## config.mk

```make
export PLATFORM = sky130hd
export DESIGN_NAME = preg_freelist
export DESIGN_NICKNAME = d
export VERILOG_FILES = /design/src/rtl/preg_freelist_pkg.sv /design/src/rtl/preg_freelist_ckpt_table.sv /design/src/rtl/preg_freelist.sv
export SDC_FILE = /design/constraint.sdc
export NUM_CORES = 1
export LEC_CHECK = 0
export BUFFER_PORTS_ARGS = -buffer_cell sky130_fd_sc_hd__buf_2
export CAP_MARGIN = 20
export CORE_MARGIN = 8
export CORE_UTILIZATION = 60
export DETAILED_ROUTE_END_ITERATION = 16
export GPL_ROUTABILITY_DRIVEN = 0
export PLACE_DENSITY = 0.77
export SLEW_MARGIN = 25
export SYNTH_ARGS = -nofsm -noshare
export SYNTH_HDL_FRONTEND = slang
export SYNTH_SLANG_ARGS = --single-unit
export TNS_END_PERCENT = 1
```

## constraint.sdc

```tcl
create_clock -name clk -period 4.6 [get_ports clk]
set_clock_uncertainty 0.2 [all_clocks]
set_input_delay 0.46 -clock clk [delete_from_list [all_inputs] [get_ports clk]]
set_output_delay 0.46 -clock clk [all_outputs]
set_load 0.005 [all_outputs]
```

## src/rtl/preg_freelist_pkg.sv

```systemverilog
// preg_freelist_pkg: shared sizing constants and pointer/index types for the physical-register free list.
package preg_freelist_pkg;
  localparam int NUM_PREGS = 64;
  localparam int NUM_AREGS = 32;
  localparam int MAX_PREDICT_DEPTH = 4;
  localparam int MAX_PREDICT_DEPTH_BITS = 3;
  localparam int PREG_BITS = $clog2(NUM_PREGS);
  localparam int PTR_BITS = PREG_BITS + 1;
  typedef logic [PREG_BITS-1:0] preg_t;
  typedef logic [PTR_BITS-1:0] ptr_t;
  typedef logic [MAX_PREDICT_DEPTH_BITS-1:0] tag_t;
endpackage

```

## src/rtl/preg_freelist_ckpt_table.sv

```systemverilog
// freelist_ckpt_table: one saved head pointer per speculative branch tag (tags 1..MAX_PREDICT_DEPTH).
module freelist_ckpt_table
  import preg_freelist_pkg::*;
(
  input  logic                              clk,
  input  logic                              rst_n,
  input  logic                              wr_en_i,
  input  logic [MAX_PREDICT_DEPTH_BITS-1:0] wr_tag_i,
  input  logic [PTR_BITS-1:0]               wr_ptr_i,
  input  logic [MAX_PREDICT_DEPTH_BITS-1:0] rd_tag_i,
  output logic [PTR_BITS-1:0]               rd_ptr_o
);
  ptr_t ckpt_q [MAX_PREDICT_DEPTH];
  always_ff @(posedge clk or negedge rst_n) begin
    if (!rst_n) begin
      for (int i = 0; i < MAX_PREDICT_DEPTH; i++) ckpt_q[i] <= '0;
    end else if (wr_en_i) begin
      for (int i = 0; i < MAX_PREDICT_DEPTH; i++)
        if (wr_tag_i == tag_t'(i + 1)) ckpt_q[i] <= wr_ptr_i;
    end
  end
  always_comb begin
    rd_ptr_o = '0;
    for (int i = 0; i < MAX_PREDICT_DEPTH; i++)
      if (rd_tag_i == tag_t'(i + 1)) rd_ptr_o = ckpt_q[i];
  end
endmodule

```

## src/rtl/preg_freelist.sv

```systemverilog
// preg_freelist: circular FIFO of free physical registers; two allocations and two frees per cycle,
// with head-pointer checkpoints restored on branch shootdown.
module preg_freelist
  import preg_freelist_pkg::*;
(
  input  logic                              clk,
  input  logic                              reset,
  input  logic                              enabled,
  input  logic [1:0]                        num_execute,
  output logic [PREG_BITS-1:0]              preg1,
  output logic [PREG_BITS-1:0]              preg2,
  output logic                              stalled,
  output logic [PTR_BITS-1:0]               free_count,
  input  logic [1:0]                        free_valid,
  input  logic [PREG_BITS-1:0]              free_preg1,
  input  logic [PREG_BITS-1:0]              free_preg2,
  input  logic                              checkpoint_en,
  input  logic [MAX_PREDICT_DEPTH_BITS-1:0] checkpoint_tag,
  input  logic                              freelist_branch_shootdown,
  input  logic [MAX_PREDICT_DEPTH_BITS-1:0] freelist_shootdown_branch_tag
);
  preg_t fifo_q [NUM_PREGS];
  ptr_t  head_q, head_d, tail_q, tail_d, ckpt_ptr;
  preg_t head_idx, head_idx1, wr_idx1, wr_idx2;
  logic  alloc;

  freelist_ckpt_table u_ckpt (
    .clk      (clk),
    .rst_n    (reset),
    .wr_en_i  (checkpoint_en),
    .wr_tag_i (checkpoint_tag),
    .wr_ptr_i (head_q),
    .rd_tag_i (freelist_shootdown_branch_tag),
    .rd_ptr_o (ckpt_ptr)
  );

  // Allocation only sees the pre-cycle contents; same-cycle frees never bypass.
  always_comb begin
    free_count = tail_q - head_q;
    head_idx   = head_q[PREG_BITS-1:0];
    head_idx1  = head_idx + preg_t'(1);
    preg1      = fifo_q[head_idx];
    preg2      = fifo_q[head_idx1];
    stalled    = ptr_t'(num_execute) > free_count;
    alloc      = enabled && !stalled && !freelist_branch_shootdown;
    head_d     = freelist_branch_shootdown
               ? (freelist_shootdown_branch_tag != '0 ? ckpt_ptr : head_q)
               : (alloc ? head_q + ptr_t'(num_execute) : head_q);
    wr_idx1    = tail_q[PREG_BITS-1:0];
    wr_idx2    = wr_idx1 + preg_t'(free_valid[0]);
    tail_d     = tail_q + ptr_t'(free_valid[0]) + ptr_t'(free_valid[1]);
  end

  always_ff @(posedge clk or negedge reset) begin
    if (!reset) begin
      head_q <= '0;
      tail_q <= ptr_t'(NUM_PREGS - 1);
      for (int i = 0; i < NUM_PREGS; i++) fifo_q[i] <= preg_t'(i + 1);
    end else begin
      head_q <= head_d;
      tail_q <= tail_d;
      if (free_valid[0]) fifo_q[wr_idx1] <= free_preg1;
      if (free_valid[1]) fifo_q[wr_idx2] <= free_preg2;
    end
  end

  a_ckpt_tag: assert property (@(posedge clk) disable iff (!reset)
    checkpoint_en |-> checkpoint_tag != '0)
    else $fatal(1, "preg_freelist: checkpoint with tag 0");
  a_free_full: assert property (@(posedge clk) disable iff (!reset)
    free_valid != 2'b00 |-> free_count != ptr_t'(NUM_PREGS - 1))
    else $fatal(1, "preg_freelist: free while list is full");
endmodule

```

After elaboration in Yosys (flattened, before gate mapping)
Index checks and enable logic that the tools add are counted.
Widths: inputs -> output; s select.
Word-level totals
  input bits: 27
  bits in latches: 0
  memories: 0
  output and inout bits: 20
  logic and storage cells: 130
  register bits: 426
  RAM bits: 0
  memory bits (read-only): 0
Cells by class
  shift operators: 0
  div/mod/pow operators: 0
  reductions and logical operators: 13
  eq/ne operators: 9
  muxes and demuxes: 21
  add/sub/neg operators: 6
  order comparisons: 7
  bitwise operators: 4
  multiply operators: 0
Operator list (count)
  $bwmux 384: 2
  $mux 384: 2
  $bmux 6 s6: 2
  $demux 6 s6: 2
  $mux 7: 7
  $mux 6: 6
  $ge 7x7->1 const B: 4
  $not 6->7: 4
  $add 7x1->7: 2
  $lt 7x1->1 const B: 2
  $eq 3x2->1 const B: 4
  $reduce_and 2->1: 5
  $add 7x2->7: 1
  $gt 2x7->1: 1
  $sub 7x7->7: 1
  $add 6x1->6: 1
  $add 6x1->6 const B: 1
  $eq 3x1->1 const B: 2
  $eq 3x3->1 const B: 2
  $logic_and 1x1->1: 4
  $reduce_bool 3->1: 1
  $logic_not 1->1: 2
  $ne 2x1->1 const B: 1
  $reduce_bool 2->1: 1

Logic depth before layout (Yosys ltp)
  depth in word-level cells: 9
  gate-level depth with buffers: 12
  gate-level depth less buffers: 11

By module
From an unflattened synthesis, not the netlist that was laid out.
Second synthesis, totals
  cells, all modules: 2239
  area total of the unflattened synthesis: 28162.0 µm²
By module, submodules not included
  preg_freelist: area each 26776.9 µm², instances 1, seq. area each 10207.3 µm², cells an instance 2143
  freelist_ckpt_table: area each 1385.1 µm², instances 1, seq. area each 700.7 µm², cells an instance 96

Least setup slack after synthesis
No wires, ideal clock.
  kind: reg-to-output
  start point: register head_q[1]
  end point: output stalled
  required time: 3940 ps
  path slack: 1395 ps
  stages on the path, launching flop included: 10
  path buffers: 1
  data arrival time: 2545 ps
  path through: dfrtp_1 -> clkbuf_1 -> inv_1 -> fa_1 -> inv_1 -> ha_1 -> a21oi_1 -> o21ai_0 -> nor3_1 -> and2_1
On the way
  cells in the longest elaborated chain, start to end: 2
RTL lines
  start, declared: RTL line preg_freelist.sv:23  | ptr_t head_q, head_d, tail_q, tail_d, ckpt_ptr;
  start signal, assigned: RTL line preg_freelist.sv:56  | head_q <= '0;
  start signal, assigned: RTL line preg_freelist.sv:60  | head_q <= head_d;
  $sub 7x7->7: RTL line preg_freelist.sv:39  | free_count = tail_q - head_q;
  via free_count[1]: RTL line preg_freelist.sv:13  | output logic [PTR_BITS-1:0] free_count,
  $gt 2x7->1: RTL line preg_freelist.sv:44  | stalled = ptr_t'(num_execute) > free_count;
  end, declared: RTL line preg_freelist.sv:12  | output logic stalled,
The timed path passes the listed nets, and every way through them passes these cells.

Final worst setup path
  start point: register head_q[1]
  end point: output preg2[3]
On the way
  cells in the longest elaborated chain, start to end: 5
RTL lines
  $add 6x1->6: RTL line preg_freelist.sv:41  | head_idx1 = head_idx + preg_t'(1);
  $not 6->7 (not written as such): RTL line preg_freelist.sv:43  | preg2 = fifo_q[head_idx1];
  $bmux 6 s6: RTL line preg_freelist.sv:43
  $mux 6 (not written as such) (2 in series): RTL line preg_freelist.sv:43
  end, declared: RTL line preg_freelist.sv:11  | output logic [PREG_BITS-1:0] preg2,
Every way passes these cells. The select of a mux whose other input is x is not followed.

==> results.json <==
{
  "arrival_ns": 3.79,
  "fin_crit_ns": 4.45,
  "grt_pass1_wl_mm": 137,
  "cts_buffer_depth": 3,
  "synth.largest_area_cell": "dfrtp_1",
  "drt_iter0_markers": 3040,
  "core_area_mm2": 0.0455,
  "fmax_ghz": 0.225,
  "drv_cap": 0,
  "clkSinkCount": 426,
  "initial_core_util": 0.610,
  "die_w_um": 231,
  "syn_inst": 2459,
  "worst_pin_slew_ns": 1.15,
  "place_hpwl_mm": 59.4,
  "yosysMostFrequentCell": "nand2_1",
  "synthTopCellsByArea": "dfrtp_1 21%, mux4_2 19%, dfstp_2 19%",
  "htree_num_levels": 2,
  "boundaryPins": 47,
  "first_pass_iters": 8,
  "drt-total-wl_mm": 89.0,
  "maxSlewHeadroom": 0.233,
  "track_usage": 0.332,
  "required_ns": 3.94,
  "cts_made_buffers": 49,
  "regArea_mm2": 0.0109,
  "cp-start-kind": "register",
  "seq_area_frac_synth": 0.393,
  "grt_pass1_vias": 22030,
  "post-route-period-util": 0.966,
  "synth_cell_types": 72,
  "end_kind": "output port",
  "synth_edf_count": 0,
  "drive_gt1_frac": 0.332,
  "p_leak_nw": 12.0,
  "clk_pin_slew_ns": 0.06,
  "ctsResizeCount": 0,
  "wl_per_cell_um": 29.4,
  "design_area_mm2": 0.0300,
  "place_area_mm2": 0.0283,
  "critPathLaunch": "head_q[1]",
  "status": "complete, no violations",
  "tns_ns": 0,
  "powerDensity_mw_per_mm2": 735,
  "rsz0062_at_grt": "false",
  "min_from": "free_preg2[1]",
  "num_vias": 21768,
  "grt_max_degree": 115,
  "synth.avg_cell_area_um2": 11.3,
  "crit_type": "reg -> out",
  "num-nets-final": 2425,
  "vias_per_cell": 7.20,
  "slew_viol_final": 0,
  "ys_seq_elements": 426,
  "synth_common_cells": "380 x nand2_1, 345 x mux2i_1, 266 x o21ai_0",
  "clock_latency_ns": 0.60,
  "ant_nets": 0,
  "syn2layout_area_growth_pct": 8.14,
  "die-area_mm2": 0.0534,
  "yosysWarnings": 0,
  "drc_errors": 0,
  "cts_tree": "yes",
  "antenna_found_initial": 4,
  "syn-cell-area_mm2": 0.0277,
  "r2r_start": "tail_q[0]",
  "peakVddDrop_uv": 668,
  "io_buffers": 46,
  "finalSetupViolCount": 0,
  "synthFlopType": "dfrtp_1",
  "multi_input_area_mm2": 0.0158,
  "grt_overflow_total": 0,
  "row_count": 78,
  "fp.dieH_um": 231,
  "synthesis.nets": 2503,
  "ys_async_sr_fraction": 1.00,
  "nFillCells": 3327,
  "critPathMaxFanout": 49,
  "whs_ns": 0.0948,
  "clockRootBuffer": "clkbuf_16",
  "final_hold_viol_count": 0,
  "hold_class": "in -> reg",
  "synth_top_area_frac": 0.206
}
==> cells in the final DEF, fill, tap and decap left out, types with 5 or more instances in the layout <==
master     count
nand2_1      380
mux2i_1      345
o21ai_0      266
mux4_2       240
dfrtp_1      226
dfstp_2      198
mux2_2       118
nor2_1        97
buf_4         53
clkbuf_16     50
o21ai_1       46
a21oi_1       45
buf_2         42
a22oi_1       32
nor3_2        26
inv_1         19
nor3_1        16
nand2b_1      15
nand3_1       13
ha_1          13
nor2b_1       12
clkinv_2      12
clkbuf_8      11
clkbuf_1      11
nor2_2        10
xnor2_1        9
and2_1         8
buf_12         8
xor2_1         6
o22ai_1        6
o221ai_1       6
or3_1          5
bufinv_16      5
==> stage by stage <==
| step | setup WS (ns) | utilization | instances | total power (W) |
|---|---|---|---|---|
| 2_1_floorplan | 1.40 | - | 2459 | 0.0143 |
| 3_3_place_gp | 0.809 | 0.620 | 2927 | 0.0170 |
| 3_5_place_dp | 0.797 | 0.621 | 2927 | 0.0175 |
| 4_1_cts | 0.187 | 0.658 | 3019 | 0.0217 |
| 5_1_grt | 0.115 | 0.659 | 3021 | 0.0229 |
| 6_report | 0.155 | 0.660 | 3024 | 0.0221 |
==> kinds of logic (layout without fill, tap and decap cells) <==
logic type	after synthesis	in the layout	synth area share
DFF	426	426	0.393
xor gates and xnor gates	19	19	0.00654
and+or+nand+nor	610	610	0.0976
buffers and inverters	257	219	0.0420
muxes	703	703	0.367
AOI/OAI and AO/OA	427	427	0.0849
adders and majority gates	17	17	0.00848
other	0	3	0
==> sequential cells by signal, indices dropped and copies added (netlist names) <==
name           count
fifo_q           384
head_q             7
tail_q             7
u_ckpt.ckpt_q     28
==> layout make-up <==
type / instances / area share
antenna: 3 / 0.000250
clock inverter: 19 / 0.00780
timing repair buffer: 106 / 0.0268
sequential: 426 / 0.364
multi-input combinational: 1776 / 0.525
tap: 600 / 0.0250
inverter: 22 / 0.00275
clock buffer: 72 / 0.0481
==> report_power, final <==
group          switching [W]  internal (W)
combinational        0.00521       0.00504
clock                0.00165       0.00245
sequential           0.00177       0.00594
total                0.00863        0.0134
==> per-layer routing <==
metal  wire length, um  track usage  share of wire  vias up
met1             31300        0.420           0.35    10725
met5                26            0        0.00029        -
li1                  -            -              -     8893
met4              5970        0.189          0.067        4
met3             12200        0.113           0.14      447
met2             39500        0.497           0.44     1699
==> path summary, 6_finish.rpt <==
| kind | to | slack (ns) | cells after the start |
|---|---|---|---|
| max in group asynchronous | fifo_q[105] | 2.76 | 3 |
| hold reg to reg | u_ckpt.ckpt_q[12] | 0.28 | 2 |
| hold / removal | fifo_q[7] | 0.09 | 3 |
| min in group asynchronous | fifo_q[255] | 0.38 | 2 |
| setup / recovery | preg2[3] | 0.15 | 8 |
| setup reg to reg | fifo_q[97] | 0.93 | 7 |
==> timing repair <==
item | 4_1_cts | 5_1_grt
buffers inserted | 0 | 0
hold buffers | 1 | 0
endpoints found under the hold margin | 57 | 0
==> critical path, cell delays in order, from the launching register on <==
cell     delay (ns)
dfrtp_4        0.44
buf_4          0.62
nand3_1        0.24
xnor2_2        0.17
buf_4          0.44
mux4_2         0.42
a22oi_1        0.46
nand2_1        0.20
buf_2          0.17
No activity file was read; power rests on OpenSTA's default activity.
